$ cat config.mk
export PLATFORM = sky130hd
export DESIGN_NAME = sm4_rk_buffer
export DESIGN_NICKNAME = d
export VERILOG_FILES = /design/src/rtl/sm4_rk_buffer.sv
export SDC_FILE = /design/constraint.sdc
export NUM_CORES = 1
export LEC_CHECK = 0
export BUFFER_PORTS_ARGS = -buffer_cell sky130_fd_sc_hd__clkbuf_2
export CORE_ASPECT_RATIO = 0.9
export CORE_UTILIZATION = 45
export DETAILED_ROUTE_END_ITERATION = 6
export HOLD_SLACK_MARGIN = 0.02
export PLACE_DENSITY = 0.6
export SLEW_MARGIN = 20
export SYNTH_ARGS = -nofsm -noshare
export SYNTH_HDL_FRONTEND = slang
export SYNTH_SLANG_ARGS = --single-unit
$ cat constraint.sdc
create_clock -name clk -period 2.8 [get_ports clk]
set_clock_uncertainty 0.05 [all_clocks]
set_input_delay 0.28 -clock clk [delete_from_list [all_inputs] [get_ports clk]]
set_output_delay 0.28 -clock clk [all_outputs]
set_load 0.05 [all_outputs]
$ cat src/rtl/sm4_rk_buffer.sv
// sm4_rk_buffer
//   Round-key store between the SM4 key-expansion datapath (writer) and the
//   iterative SM4 round engine (reader). Captures rk0..rk31 as they are
//   produced and replays them once per round, forward for encryption or
//   reversed for decryption. One load serves any number of block passes.
//
// Ports
//   clk, rst      rising-edge clock, synchronous active-high reset
//   load_start    begin a new key load (discards the stored set)
//   rk_wr_en      rk_wr_data valid this cycle
//   rk_wr_data    round key rk[i], presented in order i = 0..31
//   key_ready     full set of 32 keys stored
//   rd_start      begin a block pass (needs key_ready and no pass running)
//   rd_dir        sampled with rd_start: 0 = rk0..rk31, 1 = rk31..rk0
//   rd_next       round engine consumed rk_out; advance
//   rk_out        round key for the current round, 0 when idle
//   rk_round      logical round number of rk_out
//   rd_busy       a pass is in progress
//   rd_done       one-cycle pulse after the final key is consumed
//   err           one-cycle pulse on any rejected request
module sm4_rk_buffer #(
  parameter int RK_WIDTH = 32,
  parameter int ROUNDS   = 32
) (
  input  logic                clk,
  input  logic                rst,
  input  logic                load_start,
  input  logic                rk_wr_en,
  input  logic [RK_WIDTH-1:0] rk_wr_data,
  output logic                key_ready,
  input  logic                rd_start,
  input  logic                rd_dir,
  input  logic                rd_next,
  output logic [RK_WIDTH-1:0] rk_out,
  output logic [4:0]          rk_round,
  output logic                rd_busy,
  output logic                rd_done,
  output logic                err
);

  localparam logic [4:0] LAST_IDX = 5'd31;

  typedef enum logic [1:0] {
    L_EMPTY   = 2'd0,
    L_LOADING = 2'd1,
    L_READY   = 2'd2
  } load_state_t;

  typedef enum logic {
    R_IDLE = 1'b0,
    R_RUN  = 1'b1
  } rd_state_t;

  logic [RK_WIDTH-1:0] key_mem [ROUNDS];

  load_state_t         load_state, load_state_nxt;
  rd_state_t           rd_state, rd_state_nxt;
  logic [4:0]          wr_idx, wr_idx_nxt;
  logic [4:0]          rd_idx, rd_idx_nxt;
  logic                dir, dir_nxt;
  logic [4:0]          round_nxt;
  logic [RK_WIDTH-1:0] rk_out_nxt;
  logic                done_nxt;
  logic                err_nxt;

  logic load_ok, wr_ok, wr_rej, rd_ok, rd_rej, adv;

  // Request qualification, next-state and next-output logic for both FSMs
  always_comb begin
    // a load may not pull the key set out from under a running pass
    load_ok = load_start && (rd_state == R_IDLE);
    // a restart in the same cycle wins over the write, silently
    wr_ok   = rk_wr_en && (load_state == L_LOADING) && !load_start;
    wr_rej  = rk_wr_en && (load_state != L_LOADING);
    // an accompanying load_start wins over rd_start
    rd_ok   = rd_start && (load_state == L_READY) && (rd_state == R_IDLE) && !load_start;
    rd_rej  = rd_start && !rd_ok;
    adv     = rd_next && (rd_state == R_RUN);
    err_nxt = wr_rej || rd_rej || (load_start && !load_ok);

    load_state_nxt = load_state;
    wr_idx_nxt     = wr_idx;
    if (load_ok) begin
      load_state_nxt = L_LOADING;
      wr_idx_nxt     = 5'd0;
    end else begin
      case (load_state)
        L_LOADING: begin
          if (wr_ok) begin
            wr_idx_nxt = wr_idx + 5'd1;
            if (wr_idx == LAST_IDX) begin
              load_state_nxt = L_READY;
            end else begin
              load_state_nxt = L_LOADING;
            end
          end else begin
            load_state_nxt = L_LOADING;
          end
        end
        L_EMPTY: load_state_nxt = L_EMPTY;
        L_READY: load_state_nxt = L_READY;
        default: load_state_nxt = L_EMPTY;
      endcase
    end

    rd_state_nxt = rd_state;
    rd_idx_nxt   = rd_idx;
    dir_nxt      = dir;
    round_nxt    = rk_round;
    done_nxt     = 1'b0;
    case (rd_state)
      R_IDLE: begin
        if (rd_ok) begin
          rd_state_nxt = R_RUN;
          dir_nxt      = rd_dir;
          rd_idx_nxt   = rd_dir ? LAST_IDX : 5'd0;
          round_nxt    = 5'd0;
        end else begin
          rd_state_nxt = R_IDLE;
        end
      end
      R_RUN: begin
        if (adv) begin
          if (rk_round == LAST_IDX) begin
            rd_state_nxt = R_IDLE;
            rd_idx_nxt   = 5'd0;
            round_nxt    = 5'd0;
            done_nxt     = 1'b1;
          end else begin
            round_nxt  = rk_round + 5'd1;
            rd_idx_nxt = dir ? (rd_idx - 5'd1) : (rd_idx + 5'd1);
          end
        end else begin
          rd_state_nxt = R_RUN;
        end
      end
      default: rd_state_nxt = R_IDLE;
    endcase

    // the array is only written while LOADING, which never overlaps a pass
    if (rd_state_nxt == R_RUN) begin
      rk_out_nxt = key_mem[rd_idx_nxt];
    end else begin
      rk_out_nxt = {RK_WIDTH{1'b0}};
    end
  end

  // State and output registers
  always_ff @(posedge clk) begin
    if (rst) begin
      load_state <= L_EMPTY;
      rd_state   <= R_IDLE;
      wr_idx     <= 5'd0;
      rd_idx     <= 5'd0;
      dir        <= 1'b0;
      rk_round   <= 5'd0;
      rk_out     <= {RK_WIDTH{1'b0}};
      key_ready  <= 1'b0;
      rd_busy    <= 1'b0;
      rd_done    <= 1'b0;
      err        <= 1'b0;
    end else begin
      load_state <= load_state_nxt;
      rd_state   <= rd_state_nxt;
      wr_idx     <= wr_idx_nxt;
      rd_idx     <= rd_idx_nxt;
      dir        <= dir_nxt;
      rk_round   <= round_nxt;
      rk_out     <= rk_out_nxt;
      key_ready  <= (load_state_nxt == L_READY);
      rd_busy    <= (rd_state_nxt == R_RUN);
      rd_done    <= done_nxt;
      err        <= err_nxt;
    end
  end

  // Key array; contents are unreadable until a full load completes, so no reset
  always_ff @(posedge clk) begin
    if (wr_ok) begin
      key_mem[wr_idx] <= rk_wr_data;
    end
  end

endmodule

Yosys cells after proc, flatten, opt, wreduce, memory -nomap -nowiden
Memories as Yosys holds them, arrays and structs flattened. A register that Yosys moved wholly into a read port is not among the register bits. Index checks and enable logic that the tools add are counted.

Memory bits (writable): 1024. Output and inout port bits: 41. Register bits: 22. Memories: 1. Logic and storage cells: 67.

Mux-type cells: 21. Eq/ne operators: 8. Reductions and logical operators: 21. Add/subtract/negate cells: 4. Bitwise gates (word level): 3.

Memory list: key_mem (depth 32, bits a word 32, read ports 1, clocked after Yosys merged registers in 1, wr ports 1, RTL line 54) `logic [RK_WIDTH-1:0] key_mem [ROUNDS];`.

Operators by type and width (number): 2-to-1 mux 5 bit (8); one-hot mux 5 bit (2 select lines) (2); adder 5 x 1 -> 5 bit, second input constant (3); == test 5 bit, second input constant (2); logical AND 1 bit (10); 2-to-1 mux 1 bit (6); 2-to-1 mux 2 bit (3); AND reduction 2 bit (3); subtractor 5 x 1 -> 5 bit, second input constant (1); == test 2 bit, second input constant (2); inequality test 2 x 1 -> 1 bit, second input constant (2); one-hot mux 2 bit (2 select lines) (1); OR reduction 2 bit (2); zero test 1 bit (3); NOT 1 bit (3); OR reduction 3 bit (1); == test 2 x 1 -> 1 bit, second input constant (1); logical OR 1 bit (2); inequality test 2 bit, second input constant (1); one-hot mux 1 bit (2 select lines) (1).

Logic depth before layout (Yosys ltp)
Gate-level depths: netlist of run 1.

Depth in word-level cells: 8. Depth in mapped cells: 14. Mapped depth without buffers: 10.

Least setup slack after synthesis of run 1
OpenSTA, ideal clock, no wires.

Path type: flip-flop to flip-flop. Start point: reg rk_round[0]. End point: reg rk_out[11] (read register of key_mem). Setup time: 0.134 ns. Cell stages (with the launch flop): 14. Setup slack: -0.391 ns. Required time: 2.616 ns. Data arrival time: 3.007 ns. Cell sequence: dfxtp_1 -> ha_1 -> and3_1 -> ha_1 -> nand2b_1 -> a2bb2oi_2 -> a22o_2 -> buf_4 -> buf_6 -> buf_2 -> nand3_1 -> nand3_1 -> a21oi_1 -> or4_1.

Longest elaborated chain between the ends: 6. Elaborated cells between the ends (all ways): 9.

RTL lines: start: declaration (RTL line 35) `output logic [4:0] rk_round,`; start signal: assignment (RTL line 168) `rk_round <= round_nxt;`; == test 5 bit * (RTL line 124) `if (rk_round == LAST_IDX) begin`; 2-to-1 mux 1 bit (RTL line 124); 2-to-1 mux 1 bit (RTL line 123) `if (adv) begin`; one-hot mux 1 bit (2 select lines) (RTL line 111) `case (rd_state)`; NOT 1 bit (no source line); OR reduction 2 bit (no source line); end: declaration (RTL line 34) `output logic [RK_WIDTH-1:0] rk_out,`.

Every way passes the cells marked *; elsewhere a longest branch is shown, timed or not. A chain may end at the register's enable or synchronous reset.

Worst setup path in the final report of run 1
Start point: reg rd_idx[1]. End point: reg rk_out[17] (read register of key_mem).

Longest elaborated chain between the ends: 5. Elaborated cells between the ends (all ways): 7.

RTL lines: start: declaration (RTL line 59) `logic [4:0] rd_idx, rd_idx_nxt;`; start signal: assignment (RTL line 166) `rd_idx <= rd_idx_nxt;`; adder 5 x 1 -> 5 bit or subtractor 5 x 1 -> 5 bit (tied branches) (RTL line 131) `rd_idx_nxt = dir ? (rd_idx - 5'd1) : (rd_idx + 5'd1);`; 2-to-1 mux 5 bit (RTL line 131); 2-to-1 mux 5 bit (RTL line 124); 2-to-1 mux 5 bit (RTL line 123); one-hot mux 5 bit (2 select lines) * (RTL line 111).

Marked as above.

==> impl_metrics.py, run 1 <==
metrics = {
    "status": {
        "status": "complete, but fails checks",
        "failed_checks": "setup timing",
    },
    "min_path": {
        "holdCritPathClass": "in -> reg",
        "min-delay-start": "load_start",
    },
    "synthesis": {
        "synth.area.top_cells": "edfxtp_1, nand2_1, a21oi_1",
        "synth.avg_cell_area_um2": 13.3,
        "ys_seq_elements": 1078,
        "yosys.cell_types.count": 55,
        "ys_warn_count": 0,
        "synth-main-ff-cell": "edfxtp_1",
        "postSynthCellCount": 3166,
        "synth_top_area_frac": 0.728,
        "synth_largest_area_cell": "edfxtp_1",
        "syn_nets": 3218,
        "synthesis.area_um2": 42300,
        "synthArstFlopShare": 0,
        "seq_area_frac_synth": 0.753,
        "synth-edff-count": 1024,
    },
    "setup_path": {
        "cp_slowest_cell": "or4_1",
        "worstPathRequired_ps": 3320,
        "critPathArrivalTime_ps": 3530,
        "cp_max_fo": 7,
        "crit_type": "reg -> reg",
        "crit_path_start_kind": "flip-flop",
        "cp.buffers_inverters": 5,
        "path_cells": "buf_6 -> ha_4 -> a21o_1 -> a21oi_2 -> or3_4 -> a41oi_4 -> buf_12 -> buf_12 -> buf_16 -> buf_6 -> a221o_1 -> a21oi_1 -> or4_1",
        "cp-startpoint": "rd_idx[1]",
        "crit_family": "simple AND/OR/NAND/NOR gates",
        "max_stage_delay_ps": 530,
        "worstSetupEndpointType": "flip-flop",
        "r2r_start": "rd_idx[1]",
    },
    "cells_and_area": {
        "drive_above_1_share": 0.199,
        "final_nets": 3526,
        "syn_to_final_growth_pct": 23.1,
        "n_fill_cell": 7313,
        "multi_input_area_um2": 10100,
        "post-route-util": 0.560,
        "seq_area_um2": 31800,
        "final_area_um2": 52000,
    },
    "clock_tree": {
        "cts_buffers": 104,
        "clk_pin_slew_worst_paths_ps": 70,
        "htree_levels": 3,
        "clock_path_buffers": 3,
        "clkLatencyLatePin_ps": 700,
        "clock-sinks": 1078,
        "cts_tree": "yes",
        "root_buffer": "clkbuf_16",
    },
    "global_routing": {
        "first_global_vias": 27200,
        "use_met2": 0.421,
        "grt_max_degree": 62,
        "antenna_found_initial": 11,
        "grtUsageTotal": 0.263,
        "use_met1": 0.359,
        "busiest_layer": "met2",
        "grt_overflow_total": 0,
        "grt_pass1_wl_um": 183000,
        "grt_use_met3": 0.0552,
    },
    "die": {
        "num_rows": 106,
        "die_w_um": 325,
        "die_area_um2": 95200,
        "die-height_um": 293,
        "start_util": 0.455,
        "ios": 80,
        "core_um2": 93000,
    },
    "routing": {
        "vias": 28700,
        "firstDrtPassIters": 6,
        "drtIter0Drc": 3323,
        "wire_per_inst_um": 26.9,
        "drcViolationCount": 0,
        "wl_um": 130000,
        "routed_via_density": 5.96,
        "antenna_left": 0,
    },
    "placed_design": {
        "place_congestion": 0.847,
        "place_area_um2": 46800,
        "hpwl_um": 70000,
        "io_buffers": 79,
    },
    "timing": {
        "grt_setup_unrepaired": "true",
        "fin_crit_sh": 1.08,
        "worst_slew_pin_slew_ps": 623,
        "hold_viol_final": 0,
        "period_minus_slack_ps": 3010,
        "max_freq_mhz": 332,
        "drv_slew": 0,
        "setup_viol_count_final": 32,
        "slew_headroom": 0.584,
        "fin_ws_ps": -214,
    },
    "pwr": {
        "p_leak_nw": 17.5,
        "power_density_nw_per_um2": 616,
        "ir_worst_vdd_uv": 675,
    },
    "job": {
        "maxCapViolations": 0,
    },
}
-- repair_timing --
item	4_1_cts	5_1_grt
pin swaps	21	39
gates resized for setup	53	114
hold buffers	4	0
hold endpoints to repair	15	0
endpoints found under the setup margin	32	32
setup buffers	28	28
gates cloned	13	12
-- flip-flops by register name, summed over array words and instances, names as in the netlist, 2 cells and up --
| register | flops |
|---|---|
| load_state | 2 |
| rk_round | 5 |
| rd_idx | 5 |
| wr_idx | 5 |
| rk_out | 32 |
| key_mem | 1024 |
-- kinds of logic after synthesis --
group           Yosys count  synth area share
buf+inv                 228            0.0261
compound gates          550            0.0836
flops                  1078             0.753
xor+xnor                  3          0.000622
fa+ha+maj                13           0.00403
mux                       2          0.000474
simple gates           1292             0.132
-- worst register-to-register path: cells and delay by family (launching register included) --
kind,cells,cell delay (ps)
AOI/OAI and AO/OA,5,610
and+or+nand+nor,2,910
adders and majority gates,1,260
buffers and inverters,5,730
DFF,1,330
-- per-layer routing --
layer / wire (µm) / vias to the layer above
met4: 4280 / 12
li1: - / 12400
met2: 60700 / 1486
met3: 12700 / 283
met1: 51900 / 14500
met5: 81 / -
-- power by group --
group / internal, mW / leakage [nW] / switching (mW)
logic: 0.0474 / 6.13 / 0.248
registers: 17.6 / 9.64 / 0.00382
clock network: 7.98 / 1.68 / 6.14
-- area by class of cell --
cell class,instances,area share
inverter,12,0.000866
timing repair buffer,418,0.0971
clock inverter,61,0.0119
tap,1242,0.0299
multi-input combinational,1860,0.194
sequential,1078,0.612
clock buffer,136,0.0543
antenna,5,0.000240
-- synth_stat cells, types with 3 or more instances --
| cell type | number |
|---|---|
| edfxtp_1 | 1024 |
| nand2_1 | 784 |
| a21oi_1 | 394 |
| nand3_1 | 385 |
| a221o_1 | 128 |
| buf_2 | 96 |
| clkbuf_1 | 93 |
| dfxtp_1 | 54 |
| nor2_1 | 51 |
| or4_1 | 32 |
| buf_4 | 12 |
| ha_1 | 12 |
| buf_6 | 11 |
| inv_1 | 11 |
| nor2b_1 | 7 |
| nand3b_1 | 6 |
| and3_1 | 5 |
| nand2b_1 | 5 |
| buf_1 | 4 |
| nor3_1 | 4 |
| a21o_1 | 3 |
| a32oi_1 | 3 |
| and2_1 | 3 |
-- placed cells by master (no fill, tap or decap), types with 3 or more instances in the layout --
| cell type | instances |
|---|---|
| clkinvlp_4 | 4 |
| nor3_1 | 3 |
| nor2_4 | 33 |
| diode_2 | 5 |
| clkinv_2 | 19 |
| buf_12 | 108 |
| a21oi_2 | 39 |
| clkinv_8 | 3 |
| edfxtp_1 | 1024 |
| inv_1 | 10 |
| dfxtp_2 | 5 |
| clkbuf_1 | 22 |
| a221o_1 | 128 |
| nand2_1 | 780 |
| clkbuf_16 | 115 |
| buf_8 | 11 |
| nand2_2 | 4 |
| and3_1 | 4 |
| nor2b_1 | 4 |
| ha_1 | 9 |
| dlygate4sd3_1 | 4 |
| clkbuf_2 | 79 |
| nor2_1 | 18 |
| dfxtp_1 | 47 |
| nand2b_1 | 3 |
| nand3_2 | 17 |
| a32oi_1 | 3 |
| clkinv_1 | 20 |
| or4_1 | 30 |
| nand3b_1 | 6 |
| a21o_1 | 3 |
| nand3_1 | 366 |
| clkbuf_8 | 10 |
| a21oi_1 | 353 |
| buf_6 | 25 |
| bufinv_16 | 9 |
| buf_16 | 14 |
| buf_4 | 162 |
| ha_4 | 3 |
| bufbuf_16 | 4 |
-- through the flow --
stage | hold WS [ps] | TNS [ps] | total power, mW | setup slack [ps] | std cells
4_1_cts | 24.7 | -5780 | 32.2 | -236 | 4771
2_1_floorplan | 299 | -208770 | 18.0 | -256 | 3166
3_5_place_dp | 508 | -8290 | 18.3 | -323 | 4529
3_3_place_gp | 497 | -6930 | 18.3 | -279 | 4529
6_report | 43.3 | -4650 | 32.1 | -214 | 4812
5_1_grt | 85.1 | -7010 | 32.8 | -270 | 4810
-- worst paths after layout --
check,to,slack [ps],cells after the start
worst min-delay path,wr_idx[0],40,3
worst min register to register,load_state[1],530,2
worst max-delay path,rk_out[17],-210,13
worst max register to register,rk_out[17],-210,13
Note: power is estimated with default switching activity, not from simulation.
==> run 2, diff against run 1 <==
- CELL_PAD_IN_SITES_DETAIL_PLACEMENT: unset -> 1
- CELL_PAD_IN_SITES_GLOBAL_PLACEMENT: unset -> 2
- CORE_UTILIZATION: 45 -> 41
- PLACE_DENSITY: 0.6 -> 0.73
==> impl_metrics.py, run 2 (synthesized netlist as in run 1, its figures left out) <==
metrics = {
    "die": {
        "die-height_um": 307,
        "core_um2": 102000,
        "start_util": 0.415,
        "ios": 80,
        "die_w_um": 340,
        "num_rows": 111,
        "die_area_um2": 104000,
    },
    "setup_path": {
        "crit_type": "reg -> reg",
        "worstPathRequired_ps": 3300,
        "cp_slowest_cell": "or4_4",
        "cp_max_fo": 14,
        "crit_path_start_kind": "flip-flop",
        "crit_family": "compound AO/OA/AOI/OAI gates",
        "max_stage_delay_ps": 490,
        "critPathArrivalTime_ps": 3560,
        "path_cells": "ha_4 -> and3_4 -> ha_4 -> nand2b_4 -> buf_6 -> a2bb2oi_4 -> a22o_4 -> buf_12 -> buf_12 -> a21oi_1 -> a221o_1 -> a21oi_1 -> or4_4",
        "cp.buffers_inverters": 3,
        "worstSetupEndpointType": "flip-flop",
    },
    "global_routing": {
        "first_global_vias": 29900,
        "grt_max_degree": 88,
        "grt_pass1_wl_um": 202000,
        "grtUsageTotal": 0.266,
        "grt_overflow_total": 0,
        "antenna_found_initial": 8,
    },
    "routing": {
        "antenna_left": 0,
        "wire_per_inst_um": 28.5,
        "vias": 28700,
        "drtIter0Drc": 2116,
        "routed_via_density": 5.81,
        "wl_um": 141000,
        "drcViolationCount": 0,
        "firstDrtPassIters": 5,
    },
    "clock_tree": {
        "clkLatencyLatePin_ps": 680,
        "root_buffer": "clkbuf_16",
        "clock-sinks": 1078,
        "clock_path_buffers": 3,
        "cts_buffers": 110,
        "clk_pin_slew_worst_paths_ps": 60,
        "htree_levels": 3,
        "cts_tree": "yes",
    },
    "cells_and_area": {
        "mostFrequentLayoutCells": "edfxtp_1, nand2_1, nand3_1",
        "top_register": "key_mem",
        "final_nets": 3538,
        "largest_reg_flops": 1024,
        "reg_top3": "key_mem: 1024 flops, rk_out: 32 flops",
        "final_area_um2": 53000,
        "drive_above_1_share": 0.208,
        "syn_to_final_growth_pct": 25.4,
        "seq_area_um2": 31800,
        "post-route-util": 0.520,
        "multi_input_area_um2": 10200,
        "n_fill_cell": 10000,
        "final_common_cell": "edfxtp_1",
    },
    "placed_design": {
        "io_buffers": 79,
        "place_congestion": 0.795,
        "hpwl_um": 77300,
        "place_area_um2": 47000,
        "place_worst_setup_slack_ps": -355,
    },
    "timing": {
        "hold_viol_final": 0,
        "fin_crit_sh": 1.09,
        "worst_slew_pin_slew_ps": 718,
        "fin_ws_ps": -262,
        "drv_slew": 0,
        "max_freq_mhz": 327,
        "whs_ps": 99.9,
        "period_minus_slack_ps": 3060,
        "grt_setup_unrepaired": "true",
        "setup_viol_count_final": 32,
        "slew_headroom": 0.522,
    },
    "pwr": {
        "p_total_mw": 32.8,
        "ir_worst_vdd_uv": 509,
        "p_switching_mw": 6.47,
        "p_clk_frac": 0.452,
        "switching_share": 0.197,
        "pwr-share-seq": 0.538,
        "p_leak_nw": 17.7,
        "p_int_mw": 26.3,
        "combPwrFrac": 0.009,
        "power_density_nw_per_um2": 619,
    },
    "status": {
        "failed_checks": "setup timing",
        "status": "complete, but fails checks",
    },
    "min_path": {
        "holdCritPathClass": "in -> reg",
    },
    "job": {
        "maxCapViolations": 0,
    },
}
==> run 2: cell types whose count changed in the layout (fill, tap and decap cells not counted), moves of 4 or more <==
cell and delta:
a21oi_1 -38, buf_16 +15, buf_6 -8, buf_12 +14, nand3_1 +11, a21oi_4 +9
clkbuf_1 +5, nand3_2 -9, buf_8 -4, bufbuf_16 +4, nand2_2 -4, a21oi_2 +29
buf_4 -10
==> run 2: final timing paths <==
kind | startpoint | end | slack (ps) | depth (start not counted)
setup / recovery | rk_round[1] | rk_out[28] | -260 | 13
hold / removal | rd_next | rk_round[4] | 100 | 3
setup reg to reg | rk_round[1] | rk_out[28] | -260 | 13
hold reg to reg | rk_round[4] | rk_round[4] | 550 | 2
==> run 2: power groups by stage <==
| stage | clock [mW] | combinational, mW | sequential (mW) |
|---|---|---|---|
| 2_1_floorplan | 0 | 0.0362 | 18.0 |
| 3_3_place_gp | 0 | 0.276 | 18.0 |
| 3_5_place_dp | 0 | 0.299 | 18.0 |
| 4_1_cts | 15.0 | 0.308 | 17.6 |
| 5_1_grt | 15.6 | 0.337 | 17.6 |
| 6_report | 14.8 | 0.307 | 17.6 |
==> run 2: layer usage <==
metal	vias to the layer above	track usage	wire length (µm)
met5	-	0	37
met4	6	0.101	4940
met3	245	0.0505	8660
met2	941	0.435	68300
met1	15000	0.352	59100
li1	12500	-	-
==> run 2: worst reg2reg max path: stages, from the launching register on <==
cell and delay [ps]:
dfxtp_4 350, ha_4 150, and3_4 150, ha_4 170, nand2b_4 140, buf_6 120
a2bb2oi_4 150, a22o_4 360, buf_12 200, buf_12 170, a21oi_1 150, a221o_1 190
a21oi_1 100, or4_4 490
==> run 2: area by class of cell <==
class,count,share of cell area
tap,1356,0.0320
inverter,12,0.000850
sequential,1078,0.601
timing repair buffer,424,0.104
antenna,5,0.000236
clock inverter,58,0.0111
clock buffer,149,0.0574
multi-input combinational,1860,0.193
==> run 2: stage by stage <==
| step | cells | setup TNS, ps |
|---|---|---|
| after floorplan | 3166 | -208770 |
| after global placement | 4639 | -7180 |
| after detailed placement | 4639 | -9560 |
| after CTS | 4924 | -7870 |
| after global routing | 4940 | -9460 |
| final | 4942 | -6920 |
==> run 2: what timing repair did <==
action	in CTS	in global routing
endpoints found under the hold margin	16	0
gates resized for setup	87	112
pin swaps	39	56
buffers inserted	50	8
cloned	24	6
hold buffers	4	0
endpoints found under the setup margin	32	32
